$ cat config.mk
export PLATFORM = sky130hd
export DESIGN_NAME = hilo_muldiv_engine_flat
export DESIGN_NICKNAME = d
export VERILOG_FILES = /design/src/rtl/muldiv_pkg.sv /design/src/rtl/hilo_muldiv_engine_if.sv /design/src/rtl/restoring_div_step.sv /design/src/rtl/hilo_muldiv_engine.sv /design/src/flat_wrapper.sv
export SDC_FILE = /design/constraint.sdc
export NUM_CORES = 1
export LEC_CHECK = 0
export CORE_MARGIN = 3
export CORE_UTILIZATION = 45
export CTS_CLUSTER_DIAMETER = 120
export DETAILED_ROUTE_END_ITERATION = 10
export GPL_TIMING_DRIVEN = 0
export SYNTH_ARGS = -nofsm -noshare
export SYNTH_HDL_FRONTEND = slang
export SYNTH_SLANG_ARGS = --single-unit
export TNS_END_PERCENT = 20
$ cat constraint.sdc
create_clock -name clock -period 6.3 [get_ports clock]
set_input_delay 0.63 -clock clock [delete_from_list [all_inputs] [get_ports clock]]
set_output_delay 0.63 -clock clock [all_outputs]
set_load 0.03 [all_outputs]
$ cat src/rtl/muldiv_pkg.sv
// Package for the HI/LO multiply/divide engine.
// Holds the op encodings and the engine FSM state type shared by the
// engine, its bus interface and the testbench.
// Optional build macro: UNSIGNED_OPS_EN (enables op[1] = unsigned ops).
package muldiv_pkg;

    // op[0] selects divide, op[1] selects the unsigned variant.
    localparam logic [1:0] OP_MULT  = 2'b00;
    localparam logic [1:0] OP_DIV   = 2'b01;
    localparam logic [1:0] OP_MULTU = 2'b10;
    localparam logic [1:0] OP_DIVU  = 2'b11;

    typedef enum logic [1:0] {
        IDLE   = 2'd0,
        MULT   = 2'd1,
        DIV    = 2'd2,
        FINISH = 2'd3
    } state_t;

endpackage

$ cat src/rtl/hilo_muldiv_engine_if.sv
// Request/result bundle between the control FSM (master) and the
// multiply/divide engine (slave).
// Signals: start, op, a, b (master -> engine); hi, lo, busy, done,
// div_by_zero, dbg_state (engine -> master).
//
// Handshake: start is a one-cycle request sampled only while the engine is
// idle (busy==0 and done==0); a start at any other time is dropped, never
// queued. a/b/op are captured on the accepting edge and may change
// afterwards. done is a one-cycle pulse; hi/lo are valid from that cycle
// and hold until the next completing operation. div_by_zero is only ever
// high together with done.
interface hilo_muldiv_engine_if #(parameter int WIDTH = 32);
    import muldiv_pkg::*;

    logic             start;
    logic [1:0]       op;
    logic [WIDTH-1:0] a;
    logic [WIDTH-1:0] b;
    logic [WIDTH-1:0] hi;
    logic [WIDTH-1:0] lo;
    logic             busy;
    logic             done;
    logic             div_by_zero;
    state_t           dbg_state;

    modport master (
        output start, op, a, b,
        input  hi, lo, busy, done, div_by_zero, dbg_state
    );

    modport slave (
        input  start, op, a, b,
        output hi, lo, busy, done, div_by_zero, dbg_state
    );

endinterface

$ cat src/rtl/restoring_div_step.sv
// One iteration of restoring division on unsigned magnitudes.
// The {rem, quo} pair is shifted left by one; the divisor is trial-
// subtracted from the upper half and the new quotient bit enters at the
// bottom of quo.
// Ports: rem_in/quo_in (current partial remainder / dividend-quotient
// shift register), divisor, rem_out/quo_out (values after this step).
module restoring_div_step #(
    parameter int WIDTH = 32
) (
    input  logic [WIDTH-1:0] rem_in,
    input  logic [WIDTH-1:0] quo_in,
    input  logic [WIDTH-1:0] divisor,
    output logic [WIDTH-1:0] rem_out,
    output logic [WIDTH-1:0] quo_out
);

    logic [WIDTH:0] shifted;
    logic [WIDTH:0] diff;

    assign shifted = {rem_in, quo_in[WIDTH-1]};
    assign diff    = shifted - {1'b0, divisor};

    // rem_in < divisor always holds, so diff fits in WIDTH+1 bits and its
    // top bit is a clean borrow.
    always_comb begin
        if (diff[WIDTH]) begin
            rem_out = shifted[WIDTH-1:0];
            quo_out = {quo_in[WIDTH-2:0], 1'b0};
        end else begin
            rem_out = diff[WIDTH-1:0];
            quo_out = {quo_in[WIDTH-2:0], 1'b1};
        end
    end

endmodule

$ cat src/rtl/hilo_muldiv_engine.sv
// Multicycle multiply/divide engine feeding the HI/LO registers.
// MULT: radix-2 Booth, one step per cycle, WIDTH steps.
// DIV: restoring division on magnitudes, WIDTH steps, then sign fix-up
// (quotient truncates toward zero, remainder takes the dividend's sign).
// Divide by zero skips straight to FINISH and leaves hi/lo untouched.
// Ports: clock, reset (synchronous, active-low), bus (slave side of
// hilo_muldiv_engine_if).
// Build macro: UNSIGNED_OPS_EN -- when defined, op[1] selects multu/divu;
// otherwise op[1] is ignored and every operation is signed.
module hilo_muldiv_engine
    import muldiv_pkg::*;
#(
    parameter int WIDTH = 32
) (
    input  logic                clock,
    input  logic                reset,
    hilo_muldiv_engine_if.slave bus
);

    localparam int CNT_W = $clog2(WIDTH) + 1;
    localparam logic [CNT_W-1:0] LAST_STEP = CNT_W'(WIDTH - 1);

    state_t           state, state_nxt;
    logic [CNT_W-1:0] cnt;
    logic [WIDTH-1:0] hi_r, lo_r;
    logic             dz_r;

    // Booth accumulator: hi part is two bits wider than the operands so a
    // zero-extended unsigned multiplicand and the -2^(W-1) corner case
    // never overflow during add/subtract.
    logic [WIDTH+1:0] mcand;
    logic [WIDTH+1:0] acc_hi;
    logic [WIDTH-1:0] acc_lo;
    logic             acc_q;
    logic             mult_fix;

    logic [WIDTH-1:0] rem_r, quo_r, dvsr;
    logic             neg_q, neg_r;

    logic             uns;

`ifdef UNSIGNED_OPS_EN
    assign uns = bus.op[1];
`else
    logic unused_op1;
    assign uns        = 1'b0;
    assign unused_op1 = bus.op[1];
`endif

    // Operand magnitudes for the divider (signed ops only).
    logic [WIDTH-1:0] a_mag, b_mag;
    assign a_mag = (!uns && bus.a[WIDTH-1]) ? -bus.a : bus.a;
    assign b_mag = (!uns && bus.b[WIDTH-1]) ? -bus.b : bus.b;

    // ---------------- Booth step ----------------
    logic [WIDTH+1:0] booth_sum, booth_hi_nxt;
    logic [WIDTH-1:0] booth_lo_nxt, prod_hi;

    always_comb begin
        booth_sum = acc_hi;
        case ({acc_lo[0], acc_q})
            2'b01:   booth_sum = acc_hi + mcand;
            2'b10:   booth_sum = acc_hi - mcand;
            default: booth_sum = acc_hi;
        endcase
    end

    assign booth_hi_nxt = {booth_sum[WIDTH+1], booth_sum[WIDTH+1:1]};
    assign booth_lo_nxt = {booth_sum[0], acc_lo[WIDTH-1:1]};
    // Signed Booth treats the multiplier MSB as -2^(W-1); for an unsigned
    // multiplier with MSB set, one more multiplicand at weight 2^W fixes it.
    assign prod_hi = booth_hi_nxt[WIDTH-1:0] + (mult_fix ? mcand[WIDTH-1:0] : '0);

    // ---------------- Divide step ----------------
    logic [WIDTH-1:0] rem_nxt, quo_nxt;

    restoring_div_step #(.WIDTH(WIDTH)) u_div_step (
        .rem_in  (rem_r),
        .quo_in  (quo_r),
        .divisor (dvsr),
        .rem_out (rem_nxt),
        .quo_out (quo_nxt)
    );

    // ---------------- FSM ----------------
    always_comb begin
        state_nxt = state;
        case (state)
            IDLE: begin
                if (bus.start) begin
                    if (!bus.op[0])          state_nxt = MULT;
                    else if (bus.b == '0)    state_nxt = FINISH;
                    else                     state_nxt = DIV;
                end
            end
            MULT, DIV: if (cnt == LAST_STEP) state_nxt = FINISH;
            FINISH:    state_nxt = IDLE;
            default:   state_nxt = IDLE;
        endcase
    end

    // hi/lo are loaded on the edge that enters FINISH, so they are already
    // valid in the done cycle.
    always_ff @(posedge clock) begin
        if (!reset) begin
            state    <= IDLE;
            cnt      <= '0;
            hi_r     <= '0;
            lo_r     <= '0;
            dz_r     <= 1'b0;
            mcand    <= '0;
            acc_hi   <= '0;
            acc_lo   <= '0;
            acc_q    <= 1'b0;
            mult_fix <= 1'b0;
            rem_r    <= '0;
            quo_r    <= '0;
            dvsr     <= '0;
            neg_q    <= 1'b0;
            neg_r    <= 1'b0;
        end else begin
            state <= state_nxt;
            case (state)
                IDLE: begin
                    if (bus.start) begin
                        cnt      <= '0;
                        dz_r     <= bus.op[0] && (bus.b == '0);
                        mcand    <= uns ? {2'b00, bus.a} : {{2{bus.a[WIDTH-1]}}, bus.a};
                        acc_hi   <= '0;
                        acc_lo   <= bus.b;
                        acc_q    <= 1'b0;
                        mult_fix <= uns && bus.b[WIDTH-1];
                        rem_r    <= '0;
                        quo_r    <= a_mag;
                        dvsr     <= b_mag;
                        neg_q    <= !uns && (bus.a[WIDTH-1] ^ bus.b[WIDTH-1]);
                        neg_r    <= !uns && bus.a[WIDTH-1];
                    end
                end
                MULT: begin
                    cnt    <= cnt + CNT_W'(1);
                    acc_hi <= booth_hi_nxt;
                    acc_lo <= booth_lo_nxt;
                    acc_q  <= acc_lo[0];
                    if (cnt == LAST_STEP) begin
                        hi_r <= prod_hi;
                        lo_r <= booth_lo_nxt;
                    end
                end
                DIV: begin
                    cnt   <= cnt + CNT_W'(1);
                    rem_r <= rem_nxt;
                    quo_r <= quo_nxt;
                    if (cnt == LAST_STEP) begin
                        hi_r <= neg_r ? -rem_nxt : rem_nxt;
                        lo_r <= neg_q ? -quo_nxt : quo_nxt;
                    end
                end
                default: ;
            endcase
        end
    end

    assign bus.hi          = hi_r;
    assign bus.lo          = lo_r;
    assign bus.busy        = (state != IDLE);
    assign bus.done        = (state == FINISH);
    assign bus.div_by_zero = (state == FINISH) && dz_r;
    assign bus.dbg_state   = state;

endmodule

$ cat src/flat_wrapper.sv
// flat-port wrapper written by rule: the top's interface ports become plain ports
module hilo_muldiv_engine_flat import muldiv_pkg::*;
#(
    parameter int WIDTH = 32
)
  (clock, reset, bus_start, bus_op, bus_a, bus_b, bus_hi, bus_lo, bus_busy, bus_done, bus_div_by_zero, bus_dbg_state);
  hilo_muldiv_engine_if #(.WIDTH(WIDTH)) bus_i ();
  input  logic clock;
  input  logic reset;
  input wire logic [$bits(bus_i.start)-1:0] bus_start;
  input wire logic [$bits(bus_i.op)-1:0] bus_op;
  input wire logic [$bits(bus_i.a)-1:0] bus_a;
  input wire logic [$bits(bus_i.b)-1:0] bus_b;
  output wire logic [$bits(bus_i.hi)-1:0] bus_hi;
  output wire logic [$bits(bus_i.lo)-1:0] bus_lo;
  output wire logic [$bits(bus_i.busy)-1:0] bus_busy;
  output wire logic [$bits(bus_i.done)-1:0] bus_done;
  output wire logic [$bits(bus_i.div_by_zero)-1:0] bus_div_by_zero;
  output wire logic [$bits(bus_i.dbg_state)-1:0] bus_dbg_state;
  assign bus_i.start = bus_start;
  assign bus_i.op = bus_op;
  assign bus_i.a = bus_a;
  assign bus_i.b = bus_b;
  assign bus_hi = bus_i.hi;
  assign bus_lo = bus_i.lo;
  assign bus_busy = bus_i.busy;
  assign bus_done = bus_i.done;
  assign bus_div_by_zero = bus_i.div_by_zero;
  assign bus_dbg_state = bus_i.dbg_state;
  hilo_muldiv_engine #(.WIDTH(WIDTH)) u_core (.clock(clock), .reset(reset), .bus(bus_i));
endmodule
---- Word level (Yosys, flattened, before mapping) ----
Index checks and enable logic that the tools add are counted.
W data, S select, Z words.
word-level totals
  register bits ........................... 270
  latch bits .............................. 0
  memory bits (writable) .................. 0
  bits in read-only memories .............. 0
  input bits .............................. 69
  output and inout port bits .............. 69
  word-level logic and storage cells ...... 79
  memories kept ........................... 0
operators by class
  $add $sub $neg .......................... 8
  multiply operators ...................... 0
  div/mod/pow operators ................... 0
  $lt $le $gt $ge ......................... 0
  equal/unequal tests ..................... 10
  shifts and indexed selects .............. 0
  mux-type cells .......................... 30
  bitwise operators ....................... 1
  reductions and logical operators ........ 16
operators with widths
  cell                   number
  $mux W32               12
  $pmux W32 S2           5
  $pmux W34 S2           2
  $neg A32 Y32           4
  $add A34 B34 Y34       1
  $mux W34               1
  $sub A34 B34 Y34       1
  $sub A33 B32 Y33       1
  $logic_not A32 Y1      1
  $pmux W6 S2            1
  $reduce_and A2 Y1      5
  $reduce_bool A2 Y1     5
  $add A6 B1 Y6 const B  1
  $eq A2 B2 Y1 const B   3
  $eq A6 B5 Y1 const B   1
  $mux W2                3
  $mux W6                1
  $ne A2 B1 Y1 const B   3
  $pmux W2 S3            1
  $eq A2 B1 Y1 const B   2
  $mux W1                3
  $reduce_and A3 Y1      1
  $logic_and A1 B1 Y1    2
  $logic_not A2 Y1       1
  other kinds (4)        4

---- Logic depth before layout (Yosys ltp) ----
Gate-level depths: netlist of run 1.
  depth after elaboration ................. 6
  mapped depth ............................ 22
  depth with buffers taken out ............ 21

---- By module ----
Synthesis of run 1 repeated with hierarchy kept, for this count alone.
second synthesis, totals
  cells, all modules ...................... 2361
  area, all modules ....................... 18919.4 um^2
by module, submodules not included
  module              instances  cells an instance  area each (um^2)  seq. area each (um^2)
  hilo_muldiv_engine  1          2025               16320.7           5365.1
  restoring_div_step  1          336                2598.7            0.0

---- Worst setup path before layout of run 1 ----
No wires, ideal clock.
  path type ............................... flip-flop to flip-flop
  start ................................... register u_core.dvsr[17]
  end ..................................... register u_core.hi_r[30], in the netlist u_core.bus.hi[30]
  setup time .............................. 70 ps
  arrival time ............................ 5072 ps
  required time ........................... 6230 ps
  slack ................................... 1158 ps
  cell stages (with the launch flop) ...... 23
  path buffers ............................ 4
  period minus slack after synthesis ...... 5142 ps
  cells stage by stage .................... dfxtp_1 inv_1 ha_1 buf_6 a21oi_4 o21ai_2 a211o_1 a221o_1 nor3_1 nor2_1 inv_2 buf_2 buf_1 clkbuf_1 nor2_1 a21oi_1 ha_1 o2111ai_4 or3_4 or3_4 o41a_1 xor2_1 a21oi_1
between the ends
  word-level cells in the longest chain between the ends .. 6
RTL lines
  element                 line                       RTL
  start, declared         hilo_muldiv_engine.sv:37   logic [WIDTH-1:0] rem_r, quo_r, dvsr;
  start signal, assigned  hilo_muldiv_engine.sv:135  dvsr <= b_mag;
  $sub A33 B32 Y33 *      restoring_div_step.sv:21   assign diff = shifted - {1'b0, divisor};
  $mux W32 *              restoring_div_step.sv:26   if (diff[WIDTH]) begin
  $neg A32 Y32            hilo_muldiv_engine.sv:155  hi_r <= neg_r ? -rem_nxt : rem_nxt;
  $mux W32 *              hilo_muldiv_engine.sv:155
  $mux W32 *              hilo_muldiv_engine.sv:154  if (cnt == LAST_STEP) begin
  $pmux W32 S2 *          hilo_muldiv_engine.sv:123  case (state)
  end signal, assigned    hilo_muldiv_engine.sv:146  hi_r <= prod_hi;
  end signal, assigned    hilo_muldiv_engine.sv:155
  end, declared           hilo_muldiv_engine.sv:25   logic [WIDTH-1:0] hi_r, lo_r;
Every way passes the cells marked *; elsewhere a longest branch is shown, timed or not. The select of a mux whose other input is x is not followed.
A chain may end at the register's enable or synchronous reset.

---- Worst setup path after layout of run 1 ----
  start ................................... register u_core.quo_r[31]
  end ..................................... register u_core.hi_r[30], in the netlist u_core.bus.hi[30]
between the ends
  word-level cells in the longest chain between the ends .. 6
RTL lines
  element                 line                       RTL
  start, declared         hilo_muldiv_engine.sv:37
  start signal, assigned  hilo_muldiv_engine.sv:134  quo_r <= a_mag;
  start signal, assigned  hilo_muldiv_engine.sv:153  quo_r <= quo_nxt;
  $sub A33 B32 Y33        restoring_div_step.sv:21
  $mux W32 *              restoring_div_step.sv:26
  $neg A32 Y32            hilo_muldiv_engine.sv:155
  $mux W32 *              hilo_muldiv_engine.sv:155
  $mux W32 *              hilo_muldiv_engine.sv:154
  $pmux W32 S2 *          hilo_muldiv_engine.sv:123
Marked as above.

==> summary.md, run 1 <==
| Metric | Value |
|---|---|
| Status | completed |
| Setup Crit Path Kind | reg2reg |
| Max cap viols | 0 |
| Syn Nets | around 2600 |
| Hpwl dp | between 50 and 60 mm |
| Synth warn | 0 |
| Worst Slack Setup Final | between 0.3 and 0.4 ns |
| CORE AREA | between 40000 and 50000 um^2 |
| H-tree depth | 2 |
| Final hold violations | 0 |
| NumNets Final | about 2800 |
| TritonCTS buffer count | 34 |
| Port Buffers | 135 |
| Post-synthesis sequential area ratio | 29.3% |
| Layout cells sized above 1 | under 10% |
| Met1 WL | 32.0 mm |
| Hold Path Class | reg2reg |
| Crit path required time | ~6.8 ns |
| Sum of negative setup slack | 0 ns |
| Achievable Freq | roughly 170 MHz |
| Buffers & Inverters on Critical Path | 3 |
| RD Place Congestion | between 0.9 and 1 |
| Ratio of routed vias to standard cells | 6.09 |
| Unique masters post-synth | 74 |
| Worst R2R End | u_core.bus.hi[30] |
| Max Transition Viols Final | 0 |
| R2r worst-path depth | 20 |
| Power Dens Cells | between 400 and 500 nW/um^2 |
| WHS Path Cells | 2 |
| Initial antenna violation count | 0 |
| Vias in the first global route | around 18000 |
| Min Hold Slack | between 0.4 and 0.5 ns |
| Initial Utilization | a little under half |
| First-pass GRT wire length | approximately 110 mm |
| GRT Util Overall | 31.5% |
| # Post-CTS Setup Buffers | 0 |
| Wirelength per Cell | 22.3 um |
| Iteration-0 DRC Markers | between 1500 and 2000 |
| Die area | approximately 43000 um^2 |
| # DRC | 0 |
| Util after Layout | approximately 54% |
| Top_reg_cell synth | dfxtp_1 |
| Mapped Area | between 15000 and 20000 um^2 |
| Largest net degree at the start of global routing | 20 |
| GRT overflow | 0 |
| Critical path's largest stage delay | between 0.4 and 0.5 ns |
| Post-synth EDFFs | 0 |
| Met3 wire length | between 5 and 6 mm |
| Crit path max fanout | 28 |
| Worst slew pin tran | approximately 1.2 ns |
| Unrepaired setup endpoints after global routing | no |
| Leak Pwr | about 8 nW |
| Total power | 9.31 mW |
| Crit end category | flop |
| Final setup vio count | 0 |
| Pre-Repair DR Iteration Count | 6 |
| Post-synthesis register bit count | 268 |
| P&R area growth vs syn | 16.9% |
| CP delay by family, top | compound AO/OA/AOI/OAI gates |
| CP startpoint kind | flop |
| Clk sink count | about 270 |
| CP Depth | 20 |
| # IOs | approximately 140 |
| Place WS | -0.510 ns |
| Clk buf depth | 3 |
| Routed vias | between 15000 and 20000 |
| Slew headroom | between 10% and 20% |
| WHS Endpoint | u_core.dvsr[0] |
| Critical path arrival | 6.40 ns |
| CP cell instances | inv_1 -> ha_1 -> fa_1 -> nand2b_1 -> a21boi_0 -> o211ai_1 -> a21oi_2 -> o21a_1 -> nor2_1 -> inv_2 -> buf_4 -> nor2_1 -> a21oi_1 -> ha_1 -> o2111ai_4 -> or3_4 -> or3_4 -> o41a_1 -> xor2_1 -> a21oi_1 |
| Max layer used | met4 |
| Synth Instances | between 2000 and 2500 |
| Worst Skew | about 0.023 ns |
| Chip Width | between 200 and 250 um |
| Clk Latency, worst-skew pair | around 0.56 ns |
| Total Wirelength | roughly 71 mm |
| CTS tree | yes |
| Crit path max-delay cell type | or3_4 |
| N_diodes | 0 |
| Worst flop-to-flop path startpoint | u_core.quo_r[31] |
| Reg clk slew, reported paths | ~0.06 ns |
| Met2 Wirelength | around 31 mm |
| Clk root buf | clkbuf_16 |
| Chip Height | 208 um |
| Cell Rows | 73 |
| Reg-to-reg slack, setup | about 0.38 ns |
| Fin crit period | 5.92 ns |
| Avg Cell Area, Syn | about 7.4 um^2 |
| Peak VDD IR | just over 300 uV |
| Final period utilization | 93.9% |
| Hold path startpoint | u_core.dvsr[0] |
| Async S/R FF share, synth | 0% |
| ANT nets after route | 0 |
layout make-up:
cell class | count | area (um^2)
fillers | 3983 | 18600
multi-input cells | 1981 | 12100
flip-flops and latches | 268 | 5370
repair buffers | 135 | 1350
clock buffers | 50 | 982
well taps | 525 | 657
plain buffers | 153 | 606
inverters | 74 | 278
clock inverters | 11 | 101
layer usage:
| metal | track usage, % | vias to the layer above |
|---|---|---|
| met1 | 44.4 | 9276 |
| met2 | 49.6 | 879 |
| li1 | - | 9185 |
| met4 | 9.49 | 0 |
| met3 | 5.21 | 129 |
| met5 | 0 | - |
cell usage after synthesis, types with 7 or more instances:
library cell	count	area (um^2)
o21a_1	11	82.6
buf_1	17	63.8
nand2_1	307	1150
nor3b_1	7	52.6
nand2b_1	18	113
mux2i_1	68	681
o31ai_1	42	315
clkbuf_1	130	488
or4_1	17	128
xnor2_1	85	744
a21o_1	28	210
mux2_2	8	90.1
nor2_1	339	1270
ha_1	76	951
dfxtp_1	268	5370
nor3_1	44	220
or3_1	27	169
a221oi_1	7	61.3
nand3_1	26	130
a211oi_1	112	841
o41ai_1	17	149
nand4_1	14	87.6
and3_1	9	56.3
xor2_1	105	920
inv_1	70	263
a21oi_1	251	1260
a22oi_1	42	315
o211ai_1	19	143
nor4_1	18	113
a31oi_1	16	100
o21ai_0	162	811
and2_1	18	113
report_power, final:
group | leakage [nW] | switching, mW | internal (mW) | total (mW)
Clock | 0.535 | 0.817 | 1.13 | 1.95
Sequential | 2.19 | 0.345 | 2.05 | 2.39
Combinational | 5.17 | 3.35 | 1.62 | 4.97
Total | 7.90 | 4.51 | 4.80 | 9.31
timing repair:
action / 4_1_cts / 5_1_grt
hold buffers: 0 / 0
endpoints found under the setup margin: 9 / 5
resized for setup: 2 / 1
sequential cells by signal, summed over array words and instances (netlist names):
register              count
u_core.mcand             32
u_core.quo_r             32
u_core.dz_r               1
u_core.acc_hi            33
u_core.acc_q              1
u_core.cnt                6
u_core.bus.hi            32
u_core.bus.lo            32
u_core.bus.dbg_state      2
u_core.acc_lo            32
u_core.neg_q              1
u_core.rem_r             32
u_core.dvsr              32
worst reg2reg max path, cell delays in order (launching register included):
cell and delay, ns:
dfxtp_1 0.43, inv_1 0.12, ha_1 0.30, fa_1 0.46, nand2b_1 0.22, a21boi_0 0.31
o211ai_1 0.24, a21oi_2 0.32, o21a_1 0.24, nor2_1 0.09, inv_2 0.25, buf_4 0.40
nor2_1 0.08, a21oi_1 0.26, ha_1 0.34, o2111ai_4 0.22, or3_4 0.49, or3_4 0.40
o41a_1 0.39, xor2_1 0.15, a21oi_1 0.15
placed cells by master, fill, tap and decap left out, drive strengths merged, types with 76 or more instances in the layout:
master	Yosys	final
ha	76	76
xnor2	85	85
clkbuf	130	179
a21oi	255	255
clkdlybuf4s50	0	135
nor2	339	339
dfxtp	268	268
nand2	307	307
a211oi	112	112
xor2	105	105
o21ai	167	167
worst max-delay path by stage:
stage                                 from           endpoint  slack, ns
final                     u_core.quo_r[31]  u_core.bus.hi[30]       0.38
after global routing      u_core.quo_r[31]  u_core.bus.hi[30]       0.14
after CTS                 u_core.quo_r[31]  u_core.bus.hi[30]       0.13
after detailed placement  u_core.quo_r[31]  u_core.bus.hi[30]      -0.51
after global placement    u_core.quo_r[31]  u_core.bus.hi[30]      -0.54
after floorplan            u_core.dvsr[17]  u_core.bus.hi[30]       1.16
stage by stage:
| step | std cells | cell area (um^2) |
|---|---|---|
| 2_1_floorplan | 2478 | 18300 |
| 3_3_place_gp | 3138 | 20300 |
| 3_5_place_dp | 3138 | 20300 |
| 4_1_cts | 3198 | 21400 |
| 5_1_grt | 3197 | 21400 |
| 6_report | 3197 | 21400 |
kinds of logic after synthesis:
kind of cell             synth area share (%)
AO/OA/AOI/OAI                            26.4
XOR/XNOR                                 9.08
adder cells (fa/ha/maj)                  5.41
buffers and inverters                    4.85
flip-flops                               29.3
multiplexers                             4.20
AND/OR/NAND/NOR                          20.8
Power figures use the tool's default switching activity.
==> run 2: changes to the inputs <==
Settings changed: CORE_MARGIN 3 to unset, RECOVER_POWER set to 100.
==> summary.md, run 2 (synthesis gave the netlist of run 1 again) <==
| Metric | Value |
|---|---|
| Max reg flops | 33 (unchanged) |
| Clk sink count | 268 (unchanged) |
| # IOs | 138 (unchanged) |
| Chip Width | 204 um (-1.9%) |
| GRT overflow | 0 (unchanged) |
| Worst Skew | 0.0197 ns (-0.00380 ns) |
| P&R area growth vs syn | 16.1% |
| Power Internal | 4.63 mW (-3.6%) |
| Switching share of power | 48.8% (+0.32 points) |
| Filler Cell Count | 3975 (-0.20%) |
| Final setup vio count | 0 (unchanged) |
| Fin crit period | 6.02 ns (+0.103 ns) |
| Port Buffers | 135 (unchanged) |
| Final Non-Filler Cells | 3190 (-0.22%) |
| Placed insts | 3138 (unchanged) |
| Achievable Freq | 166 MHz (-1.7%) |
| Combinational fraction of design power | 54.3% (+0.9 points) |
| Total Wirelength | 69.9 mm (-1.7%) |
| Most flop-heavy register | u_core.acc_hi |
| Commonest cells after routing, fill and taps aside | nor2_1 (339), nand2_1 (307), dfxtp_1 (268) |
| Largest net degree at the start of global routing | 20 (unchanged) |
| Worst slew pin tran | 1.29 ns (+0.0474 ns) |
| Max cap viols | 0 (unchanged) |
| Chip Height | 204 um (-1.9%) |
| Setup Crit Path Kind | reg2reg |
| Slew headroom | 12.8% (-3.2 points) |
| Vias in the first global route | 17600 (-2.0%) |
| Clock power frac | 19.3% (-1.6 points) |
| Critical path arrival | 6.48 ns (+0.08 ns) |
| Total power | 9.03 mW (-3.0%) |
| Hpwl dp | 56.1 mm (about the same) |
| Final period utilization | 95.5% (+1.6 points) |
| Crit path max fanout | 28 (unchanged) |
| NumNets Final | 2791 (-0.11%) |
| Commonest non-fill, non-tap cell in the layout | nor2_1 |
| Pre-Repair DR Iteration Count | 6 (unchanged) |
| Initial antenna violation count | 0 (unchanged) |
| Crit path required time | 6.76 ns (-0.02 ns) |
| CTS tree | yes |
| Layout cells sized above 1 | 2.78% (-0.55 points) |
| Crit end category | flop |
| Clk buf depth | 3 (unchanged) |
| Leak Pwr | 8.05 nW (+1.9%) |
| Status | completed |
| N_diodes | 0 (unchanged) |
| H-tree depth | 1 (-1) |
| Power Dens Cells | 424 nW/um^2 (-2.4%) |
| CP startpoint kind | flop |
| Iteration-0 DRC Markers | 1772 (-2.3%) |
| Routed vias | 19100 (-2.0%) |
| First-pass GRT wire length | 106 mm (-1.5%) |
| Ratio of routed vias to standard cells | 5.98 (-1.8%) |
| # DRC | 0 (unchanged) |
| Reg power frac | 26.4% (+0.7 points) |
| Sum of negative setup slack | 0 ns (unchanged) |
| Unrepaired setup endpoints after global routing | no |
| TritonCTS buffer count | 31 (-8.8%) |
| Reg clk slew, reported paths | 0.07 ns (about the same) |
| Area after DPL | 20300 um^2 (unchanged) |
| Die area | 41500 um^2 (-3.8%) |
| Max Transition Viols Final | 0 (unchanged) |
| ANT nets after route | 0 (unchanged) |
| Final hold violations | 0 (unchanged) |
| RD Place Congestion | 0.969 (+1.0%) |
| # Post-CTS Setup Buffers | 0 (unchanged) |
| Hold Path Class | reg2reg |
| Initial Utilization | 45.9% (+0.10 points) |
| Final instance area | 21300 um^2 (-0.62%) |
| Clk root buf | clkbuf_16 |
| Cell Rows | 73 (unchanged) |
| Net switching power | 4.40 mW (-2.4%) |
| Clk Latency, worst-skew pair | 0.58 ns (+0.02 ns) |
| GRT Util Overall | 33.1% (+1.6 points) |
| Number of hold buffers added after CTS | 0 (unchanged) |
| Peak VDD IR | 322 uV (+5.9%) |
| CORE AREA | 39900 um^2 (-0.23%) |
| Wirelength per Cell | 21.9 um (-1.5%) |
[run 2: changes by cell type in the layout (fill, tap and decap cells not counted), sizes merged, moves of 2 or more]
cell	change
inv	-2
dlygate4sd3	+71
buf	-7
clkdlybuf4s50	-71
clkinv	-3
clkbuf	+6
[run 2: worst paths after layout]
kind	from	endpoint	slack, ns	cells after the start
setup / recovery	u_core.quo_r[31]	u_core.bus.hi[30]	0.28	20
hold reg to reg	u_core.dvsr[0]	u_core.dvsr[0]	0.47	2
setup reg to reg	u_core.quo_r[31]	u_core.bus.hi[30]	0.28	20
hold / removal	u_core.dvsr[0]	u_core.dvsr[0]	0.47	2
[run 2: power groups by stage]
stage               Combinational (mW)  Clock, mW  Sequential, mW
detailed placement                4.84          0            2.41
CTS                               4.87       1.76            2.37
finish                            4.90       1.75            2.38
global placement                  4.80          0            2.40
global route                      5.31       1.83            2.42
floorplan                         3.02          0            2.54
[run 2: through the flow]
stage / hold slack [ns] / worst slack [ns] / utilization, %
final: 0.466 / 0.281 / 53.3
after global routing: 0.481 / 0.0433 / 53.3
after CTS: 0.463 / 0.0914 / 53.4
after detailed placement: 0.453 / -0.717 / 51.0
after global placement: 0.440 / -0.738 / 51.0
after floorplan: 0.427 / 1.16 / -
[run 2: worst max-delay path: stages, from the launching register on]
cell	delay, ns
dfxtp_1	0.46
inv_1	0.14
ha_1	0.33
fa_1	0.44
nand2b_1	0.20
a21boi_0	0.29
o211ai_1	0.24
a21oi_2	0.32
o21a_1	0.24
nor2_1	0.09
inv_2	0.27
buf_6	0.31
nor2_1	0.07
a21oi_1	0.35
ha_1	0.37
o2111ai_4	0.22
or3_4	0.48
or3_1	0.40
o41a_1	0.39
xor2_1	0.19
a21oi_1	0.09
[run 2: timing repair]
action | 4_1_cts | 5_1_grt
cloned | 0 | 0
gates resized for setup | 3 | 1
endpoints found under the setup margin | 14 | 5
[run 2: per-layer routing]
layer | global-route usage, % | vias to the layer above | part of all wire [%]
li1 | - | 9164 | -
met1 | 47.7 | 9033 | 47
met2 | 51.6 | 771 | 43
met3 | 3.83 | 115 | 7.1
met4 | 9.67 | 0 | 2.9
met5 | 0 | - | 0
[run 2: layout make-up]
cell class              instances  area (um^2)  area share (%)
plain buffers                 153          608            2.86
clock buffers                  49          903            4.24
clock inverters                 5         50.0           0.235
inverters                      74          278            1.30
multi-input cells            1981        12100            56.7
flip-flops and latches        268         5370            25.2
well taps                     525          657            3.09
repair buffers                135         1350            6.35
==> run 3: changes to the inputs <==
Settings changed: CTS_BUF_LIST set to sky130_fd_sc_hd__clkbuf_2 sky130_fd_sc_hd__clkbuf_4 sky130_fd_sc_hd__clkbuf_8, SYNTH_HIERARCHICAL set to 1.
==> summary.md, run 3 <==
| Metric | Value |
|---|---|
| Mapped Area | 18900 um^2 (+3.2%) |
| Area after DPL | 20900 um^2 (+2.9%) |
| Min Hold Slack | 0.437 ns (-0.0287 ns) |
| Chip Height | 207 um (+1.6%) |
| Dominant cells by area after synthesis | dfxtp_1 (28%), nand2_1 (7.3%), xor2_1 (5.8%) |
| Post-synth EDFFs | 0 (unchanged) |
| Crit end category | flop |
| Critical path arrival | 6.62 ns (+0.14 ns) |
| Crit path required time | 6.82 ns (+0.06 ns) |
| Synth warn | 6 (+6) |
| WHS Path Cells | 2 (unchanged) |
| Worst flop-to-flop path startpoint | u_core/quo_r[31] |
| GRT Util Overall | 30.6% (-2.5 points) |
| P&R area growth vs syn | 16.8% |
| Most flop-heavy register | u_core/acc_hi |
| Fin crit period | 6.11 ns (+0.0866 ns) |
| Crit path max fanout | 13 (-54%) |
| NumNets Final | 2696 (-3.4%) |
| Top_reg_cell synth | dfxtp_1 |
| Wirelength per Cell | 21.7 um (-0.97%) |
| Hpwl dp | 53.5 mm (-4.7%) |
| Cell Rows | 74 (+1.4%) |
| Die area | 42900 um^2 (+3.2%) |
| Async S/R FF share, synth | 0% (unchanged) |
| Power Dens Cells | 368 nW/um^2 (-13%) |
| ANT nets after route | 0 (unchanged) |
| Leak Pwr | 9.22 nW (+15%) |
| Util after Layout | 53.7% (+0.40 points) |
| CP cell instances | inv_1 -> ha_1 -> fa_1 -> and2b_2 -> o2111ai_2 -> a21oi_2 -> o2111ai_2 -> a211oi_2 -> nor2_4 -> mux2i_4 -> and2_4 -> buf_12 -> inv_8 -> buf_12 -> or3_1 -> or4b_1 -> or2_4 -> or4_1 -> or3_4 -> o31ai_1 -> xor2_1 -> a211oi_2 -> a21oi_1 -> nor2b_1 |
| R2r worst-path depth | 24 (+20%) |
| Worst Slack Setup Final | 0.194 ns (-0.0866 ns) |
| Reg clk slew, reported paths | 0.06 ns (about the same) |
| Avg Cell Area, Syn | 8.01 um^2 (+8.3%) |
| Post-synthesis sequential area ratio | 28.4% (-0.91 points) |
| CTS tree | yes |
| Ratio of routed vias to standard cells | 5.96 (-0.45%) |
| CP startpoint kind | flop |
| Crit path max-delay cell type | or4b_1 |
| Synth cell count leaders | nand2_1 (369), dfxtp_1 (268), o21ai_0 (137), a21oi_1 (136), clkbuf_1 (131) |
| Hold path startpoint | u_core/bus.hi[28] |
| Iteration-0 DRC Markers | 1786 (+0.79%) |
| H-tree depth | 2 (+1) |
| Unrepaired setup endpoints after global routing | no |
| Pre-Repair DR Iteration Count | 9 (+3) |
| Unique masters post-synth | 94 (+27%) |
| Critical path's largest stage delay | 0.55 ns (+0.07 ns) |
| Clk buf depth | 3 (unchanged) |
| RD Place Congestion | 0.953 (-1.6%) |
| Total Wirelength | 67.8 mm (-3.1%) |
| Worst Skew | 0.0282 ns (+0.00855 ns) |
| Max cap viols | 0 (unchanged) |
| First-pass GRT wire length | 103 mm (-3.2%) |
| Vias in the first global route | 17400 (-1.2%) |
| Synth Instances | 2361 (-4.7%) |
| TritonCTS buffer count | 49 (+58%) |
| Max reg flops | 33 (unchanged) |
| Final setup vio count | 0 (unchanged) |
| Final instance area | 22100 um^2 (+3.8%) |
| # DRC | 16 (+16) |
| Syn Nets | 2508 (-4.5%) |
| GRT overflow | 0 (unchanged) |
| Chip Width | 207 um (+1.6%) |
| Clk Latency, worst-skew pair | 0.63 ns (+0.05 ns) |
| Commonest non-fill, non-tap cell in the layout | nand2_1 |
| # IOs | 138 (unchanged) |
| Commonest cells after routing, fill and taps aside | nand2_1 (369), dfxtp_1 (268), o21ai_0 (138) |
| Place WS | -0.271 ns (+0.447 ns) |
| Initial Utilization | 46.0% (+0.096 points) |
| CP delay by family, top | simple AND/OR/NAND/NOR gates |
| Sum of negative setup slack | 0 ns (unchanged) |
| Peak VDD IR | 260 uV (-19%) |
| Buffers & Inverters on Critical Path | 4 (+1) |
| WHS Endpoint | u_core/bus.hi[28] |
| Initial antenna violation count | 2 (+2) |
| Post-synthesis register bit count | 268 (unchanged) |
| Failing checks | design-rule violations |
| Clk root buf | clkbuf_8 |
| CORE AREA | 41100 um^2 (+3.0%) |
| Slew headroom | 9.29% (-3.5 points) |
| Port Buffers | 135 (unchanged) |
| Final period utilization | 96.9% (+1.4 points) |
| Area leader, netlist | dfxtp_1 |
| Hold Path Class | reg2reg |
| Count leader, synth | nand2_1 |
| Clk sink count | 268 (unchanged) |
| Largest net degree at the start of global routing | 14 (-30%) |
| Worst slew pin tran | 1.35 ns (+0.0527 ns) |
| Max Transition Viols Final | 0 (unchanged) |
| Reg-to-reg slack, setup | 0.19 ns (-0.09 ns) |
| Setup Crit Path Kind | reg2reg |
| Achievable Freq | 164 MHz (-1.4%) |
| Status | complete, but fails checks |
| Routed vias | 18600 (-2.6%) |
| Layout cells sized above 1 | 8.00% (+5.2 points) |
| Yosys top cell area share | 28.4% (-0.91 points) |
| Final hold violations | 0 (unchanged) |
| Worst R2R End | u_core/bus.lo[31] |
==> run 3: cell types whose count changed in the layout (fill, tap and decap cells not counted), moves of 66 or more <==
cell	previous run	this run
o211a_1	1	67
nor2b_1	5	81
a211oi_1	112	17
a21boi_0	2	79
nor2_1	339	74
a21oi_1	250	136
==> run 3: through the flow <==
stage                     cells  power, mW
after CTS                  3119       8.07
after global routing       3120       8.61
after global placement     3028       6.08
final                      3122       8.14
after floorplan            2361       4.93
after detailed placement   3028       6.14
==> run 3: logic make-up after synthesis <==
group	Yosys count	synth area share, %
AND/OR/NAND/NOR	753	19.1
AO/OA/AOI/OAI	730	27.3
flip-flops	268	28.4
buffers and inverters	259	6.30
XOR/XNOR	202	9.35
adder cells (fa/ha/maj)	78	5.24
multiplexers	71	4.37
==> run 3: worst register-to-register path, cell delays in order, from the launching register on <==
cell and delay [ns]:
dfxtp_1 0.40, inv_1 0.06, ha_1 0.22, fa_1 0.40, and2b_2 0.25, o2111ai_2 0.14
a21oi_2 0.27, o2111ai_2 0.22, a211oi_2 0.32, nor2_4 0.12, mux2i_4 0.19, and2_4 0.17
buf_12 0.13, inv_8 0.06, buf_12 0.16, or3_1 0.37, or4b_1 0.55, or2_4 0.28
or4_1 0.46, or3_4 0.39, o31ai_1 0.25, xor2_1 0.26, a211oi_2 0.13, a21oi_1 0.16
nor2b_1 0.06
==> run 3: report_power, final <==
part | total [mW] | internal, mW | switching [mW] | leakage, nW
clock | 1.92 | 1.12 | 0.799 | 0.600
sequential | 2.20 | 1.96 | 0.245 | 2.18
combinational | 4.02 | 1.43 | 2.60 | 6.44
total | 8.14 | 4.50 | 3.64 | 9.22
==> run 3: worst max path at each step <==
stage                     startpoint                 to  slack (ns)  cells past startpoint
global placement    u_core/quo_r[31]  u_core/bus.lo[31]       -0.22                     24
floorplan           u_core/quo_r[31]  u_core/bus.lo[25]        0.76                     23
global route        u_core/quo_r[31]  u_core/bus.lo[29]       0.003                     24
finish              u_core/quo_r[31]  u_core/bus.lo[31]        0.19                     24
detailed placement  u_core/quo_r[31]  u_core/bus.lo[31]       -0.27                     24
CTS                 u_core/quo_r[31]  u_core/bus.hi[25]        0.06                     23
==> run 3: repair_timing <==
item	in CTS	in global routing
hold buffers	0	0
endpoints found under the setup margin	12	15
buffers inserted	1	1
resized for setup	2	7
pin swaps	0	4
endpoints found under the hold margin	0	0
==> run 3: cell type report <==
type	count	area [um^2]
clock inverter	12	145
tap	532	666
timing repair buffer	137	1370
antenna	2	5.00
buffer	187	915
multi-input combinational	1834	12400
sequential	268	5370
fill	3952	19000
inverter	72	278
clock buffer	78	986
==> run 3: metal layers <==
layer	share of wire, %	vias up	wire, um	GRT usage, %
met5	0	-	0	0
met4	3.0	0	2020	10.8
met3	6.5	117	4410	4.49
met2	44	702	30100	48.3
met1	46	8918	31300	42.5
li1	-	8855	-	-
